[src/rtl/instr_mem_loader.sv]
// Instruction memory (2**ADDR_W x DATA_W) with a byte-serial program loader.
// The CPU fetches combinationally through read_addr/instr. cpu_reset holds the
// CPU in reset until a load has completed. Reads at or beyond prog_len return
// FILL_WORD, so a partial or abandoned load never exposes stale bytes.
module instr_mem_loader #(
  parameter int                ADDR_W    = 8,
  parameter int                DATA_W    = 8,
  parameter logic [DATA_W-1:0] FILL_WORD = '0
) (
  input  logic              clk,
  input  logic              reset,
  input  logic              load_start,
  input  logic              load_valid,
  input  logic [DATA_W-1:0] load_data,
  output logic              load_ready,
  input  logic              load_end,
  input  logic [ADDR_W-1:0] read_addr,
  output logic [DATA_W-1:0] instr,
  output logic              cpu_reset,
  output logic [ADDR_W:0]   prog_len,
  output logic [1:0]        state,
  output logic              load_err
);

  localparam int DEPTH = 2 ** ADDR_W;

  typedef enum logic [1:0] {
    IDLE = 2'b00,
    LOAD = 2'b01,
    RUN  = 2'b10
  } state_t;

  state_t              st;
  logic [ADDR_W-1:0]   wr_ptr;
  logic [DATA_W-1:0]   mem [DEPTH];
  logic                full;
  logic                accept;

  assign state = st;

  // prog_len tops out at exactly DEPTH, so its MSB alone flags a full memory.
  assign full       = prog_len[ADDR_W];
  assign load_ready = (st == LOAD) && !full;

  // A concurrent load_start restarts the load and discards the byte on the bus.
  assign accept = load_ready && load_valid && !load_start && !reset;

  // Loader FSM; load_start takes priority over everything except reset.
  always_ff @(posedge clk) begin
    if (reset) begin
      st        <= IDLE;
      cpu_reset <= 1'b1;
      prog_len  <= '0;
      wr_ptr    <= '0;
      load_err  <= 1'b0;
    end else if (load_start) begin
      st        <= LOAD;
      cpu_reset <= 1'b1;
      prog_len  <= '0;
      wr_ptr    <= '0;
      load_err  <= 1'b0;
    end else begin
      case (st)
        LOAD: begin
          if (accept) begin
            wr_ptr   <= wr_ptr + ADDR_W'(1);
            prog_len <= prog_len + (ADDR_W+1)'(1);
          end
          // Overflow attempt: nothing written, flag stays until next load.
          if (load_valid && full) load_err <= 1'b1;
          // A byte accepted alongside load_end is still counted above.
          if (load_end) begin
            st        <= RUN;
            cpu_reset <= 1'b0;
          end
        end
        IDLE, RUN: begin
          // Only load_start (handled above) leaves these states.
        end
        default: begin
          st        <= IDLE;
          cpu_reset <= 1'b1;
        end
      endcase
    end
  end

  // Memory write port; contents are deliberately not cleared by reset.
  always_ff @(posedge clk) begin
    if (accept) mem[wr_ptr] <= load_data;
  end

  // Combinational fetch, gated by the loaded length in every state.
  always_comb begin
    instr = FILL_WORD;
    if ({1'b0, read_addr} < prog_len) instr = mem[read_addr];
  end

endmodule
[config.mk]
export PLATFORM = sky130hd
export DESIGN_NAME = instr_mem_loader
export DESIGN_NICKNAME = d
export VERILOG_FILES = /design/src/rtl/instr_mem_loader.sv
export SDC_FILE = /design/constraint.sdc
export NUM_CORES = 2
export LEC_CHECK = 0
export ABC_CLOCK_PERIOD_IN_PS = 3810
export CAP_MARGIN = 15
export CORE_MARGIN = 2
export CORE_UTILIZATION = 39
export DETAILED_ROUTE_END_ITERATION = 16
export GPL_ROUTABILITY_DRIVEN = 0
export GPL_TIMING_DRIVEN = 0
export MAX_ROUTING_LAYER = met4
export PLACE_DENSITY_LB_ADDON = 0.12
export SLEW_MARGIN = 10
export SYNTH_ARGS = -nofsm -noshare
export SYNTH_HDL_FRONTEND = slang
export SYNTH_SLANG_ARGS = --single-unit
[constraint.sdc]
create_clock -name clk -period 3.81 [get_ports clk]
set_input_delay 0.762 -clock clk [delete_from_list [all_inputs] [get_ports clk]]
set_output_delay 0.762 -clock clk [all_outputs]
set_load 0.01 [all_outputs]
==> flow_summary.toml <==
[worst_setup_path]
worst-path-max-fanout = 10
cpPeakStageDelay_ns = 0.42
crit_chain = "buf_4 -> inv_1 -> clkbuf_4 -> buf_8 -> clkbuf_8 -> o221ai_2 -> a21oi_2 -> nor3_2 -> or3_4 -> a22oi_2 -> o221ai_4 -> buf_2"
path_class = "input pin to output port"
r2r_setup_slack_ns = 0.05
setup.worst_path.end_class = "output port"
arrival_ns = 3.69
critPathLaunchType = "input pin"
cp_data_required_time_ns = 3.05
worstReg2RegStart = "wr_ptr[0]"
cp_slowest_cell = "a22oi_2"
critPathLaunch = "read_addr[4]"

[power_and_ir_drop]
internal_power_w = 0.03723
power_frac_comb_pct = 6.8
seqPwrFrac_pct = 51.9
p_leak_nw = 30.64
clkPwrFrac_pct = 41.3
p_switching_w = 0.01092
ir_drop_mv = 0.4972
p_sw_share_pct = 22.67
p_per_area_nw_per_um2 = 492.1

[placement]
dpl.hpwl_mm = 162.3
place.port_buffers = 41

[finish]
layout.area.seq_um2 = 61920
multi_input_area_um2 = 21370
fin_util_pct = 47.40
drive_gt1_share_pct = 30.07
syn_to_final_growth_pct = 21.11
nFillCells = 17245
nets = 4565

[clock_network]
cts_num_sinks = 2069
clock_latency_ns = 0.85
cts_hold_buf = 0
htreeDepth = 4
cts_buffer_depth = 3
clockRootBuffer = "clkbuf_16"
clkTransAtPathRegs_ns = 0.06
numCtsBuffers = 213
cts_tree = "done"

[sta]
fin_tns_setup_ns = -4.755
hold_viol = 0
finalCritPeriodShare_pct = 116.9
fin_skew_ns = 0.04224
slew_headroom_pct = 19.52
fmax_ghz = 0.2245
period_minus_slack_ns = 4.455
rsz0062_at_grt = "yes"
layout_setup_ws_ns = -0.6446
slew_violations = 0
hold_ws_ns = 0.2087
worst_slew_pin_slew_ns = 1.204
setup_violations = 8

[global_routing]
grt_pass1_vias = 43303
antenna_found_initial = 11
grt.total_usage_pct = 23.95
grt_overflow = 0
grt_pass1_wl_mm = 343.0
grt_max_degree = 137

[yosys]
synth.avg_cell_area_um2 = 19.18
synth-seq-cells = 2069
yosysWarningCount = 0
ys_types = 41
synth_fp_nets = 4246
syn_area_um2 = 80790
synthCells = 4213
synth_seq_area_share_pct = 76.64

[detailed_routing]
wl_mm = 245.2
drt_iter0_drc = 4213
drc = 0
vias = 42689
ant_nets = 0
vias_per_cell = 5.754
drt-pass1-iter-count = 6
wl_per_cell_um = 33.05

[floorplanning]
num_io_pins = 43
dieArea_um2 = 210800
dieWidth_um = 459.2
start_util_pct = 39.14
rows = 167
placeableCoreArea_um2 = 206400
die_h_um = 459.2

[flow_run]
maxCapViolations = 0

[run_status]
status = "finished, violations left"
violations = "setup timing"

[hold_path]
min_path_type = "input pin to flop"
min_from = "load_data[5]"
per-stage QoR:
step	cell area, µm²	total power [W]	instances	setup WS, ns
after floorplan	80790	0.02673	4213	0.1998
after global placement	84590	0.02828	6958	-7.035
after detailed placement	85120	0.02806	6977	-3.746
after CTS	96880	0.04837	7405	-0.6070
after global routing	97840	0.04950	7415	-0.6191
final	97850	0.04815	7419	-0.6446
layout make-up:
cell class,count,share of cell area [%]
Antenna cell,6,0.01534
Buffer,264,3.009
Clock buffer,267,5.698
Clock inverter,125,0.9744
Inverter,11,0.04220
Multi-Input combinational cell,1867,21.83
Sequential cell,2069,63.28
Tap cell,2704,3.458
Timing Repair Buffer,106,1.685
layout by cell type, fill, tap and decap left out, types with 30 or more instances in the layout:
cell | synthesis | final
a21oi_2 | 0 | 36
nor2_1 | 285 | 184
buf_12 | 0 | 43
clkbuf_16 | 0 | 218
clkbuf_1 | 118 | 66
nor3_4 | 0 | 36
edfxtp_1 | 2048 | 2048
o221ai_4 | 0 | 31
clkinv_1 | 0 | 59
mux4_2 | 256 | 256
o22ai_1 | 127 | 87
clkbuf_2 | 0 | 39
a21oi_1 | 135 | 99
o221ai_1 | 264 | 120
nand2_1 | 46 | 43
nor3_1 | 97 | 34
o221ai_2 | 0 | 113
buf_16 | 0 | 38
nor2_2 | 0 | 30
clkbuf_4 | 0 | 37
mux2i_1 | 512 | 432
buf_6 | 19 | 51
mux2i_2 | 0 | 56
buf_4 | 44 | 61
o22ai_2 | 0 | 36
clkinv_2 | 0 | 40
nor2_4 | 0 | 71
path summary, 6_finish.rpt:
kind	to	depth (start not counted)
min	mem[175][5]	1
max reg2reg	mem[255][6]	4
max	instr[6]	12
min reg2reg	load_err	2
logic make-up after synthesis:
family | count (synthesis) | synth area share, %
flip-flops | 2069 | 76.64
multiplexers | 768 | 13.48
AO/OA/AOI/OAI | 561 | 4.997
AND/OR/NAND/NOR | 514 | 2.798
buffers and inverters | 277 | 1.770
XOR/XNOR | 12 | 0.1301
adder cells (fa/ha/maj) | 12 | 0.1858
state kept, by name, indices dropped and copies added, names as in the netlist:
| register | flops |
|---|---|
| mem | 2048 |
| prog_len | 9 |
| wr_ptr | 8 |
| state | 2 |
| cpu_reset | 1 |
| load_err | 1 |
cells in the mapped netlist:
library cell | count | area share (%)
a211oi_1 | 1 | 0.0093
a21boi_0 | 1 | 0.0093
a21o_1 | 1 | 0.0093
a21oi_1 | 135 | 0.84
a221o_1 | 1 | 0.012
a221oi_1 | 1 | 0.011
a22oi_1 | 8 | 0.074
a31oi_1 | 1 | 0.0077
and2_1 | 1 | 0.0077
and3_1 | 4 | 0.031
buf_1 | 19 | 0.088
buf_2 | 66 | 0.41
buf_4 | 44 | 0.41
buf_6 | 19 | 0.26
clkbuf_1 | 118 | 0.55
dfxtp_1 | 21 | 0.52
edfxtp_1 | 2048 | 76
ha_1 | 12 | 0.19
inv_1 | 11 | 0.051
mux2i_1 | 512 | 6.3
mux4_2 | 256 | 7.1
nand2_1 | 46 | 0.21
nand2b_1 | 6 | 0.046
nand3_1 | 7 | 0.043
nand3b_1 | 2 | 0.019
nand4_1 | 5 | 0.039
nor2_1 | 285 | 1.3
nor2b_1 | 7 | 0.054
nor3_1 | 97 | 0.60
nor3b_1 | 1 | 0.0093
nor4_1 | 17 | 0.13
o211ai_1 | 1 | 0.0093
o21ai_0 | 2 | 0.012
o21ai_1 | 2 | 0.012
o221ai_1 | 264 | 2.9
o22ai_1 | 127 | 0.98
o31ai_1 | 16 | 0.15
or2_2 | 3 | 0.023
or3_1 | 33 | 0.26
xnor2_1 | 7 | 0.076
xor2_1 | 5 | 0.054
timing repair:
action / in CTS / in global routing
setup endpoints to repair: 688 / 611
gates cloned: 10 / 1
setup buffers: 28 / 7
gates resized for setup: 1126 / 181
pin swaps: 80 / 30
routing by layer:
layer	GRT usage (%)	vias up	wire, µm
met5	-	-	0
met4	7.120	0	8183
met3	3.459	333	12400
met2	38.68	1351	120200
met1	31.60	22815	104400
li1	-	18190	-
critical path: cells and delay by family:
kind,cells,cell delay (ns)
compound gates,4,1.07
simple gates,2,0.51
buf+inv,6,1.30
power by group through the flow:
stage / combinational (W) / sequential, W / clock, W
after floorplan: 0.00124 / 0.0255 / 0
after global placement: 0.00248 / 0.0258 / 0
after detailed placement: 0.00257 / 0.0255 / 0
after CTS: 0.00318 / 0.0250 / 0.0202
after global routing: 0.00340 / 0.0250 / 0.0211
final: 0.00326 / 0.0250 / 0.0199
(Power assumes the default switching activity.)
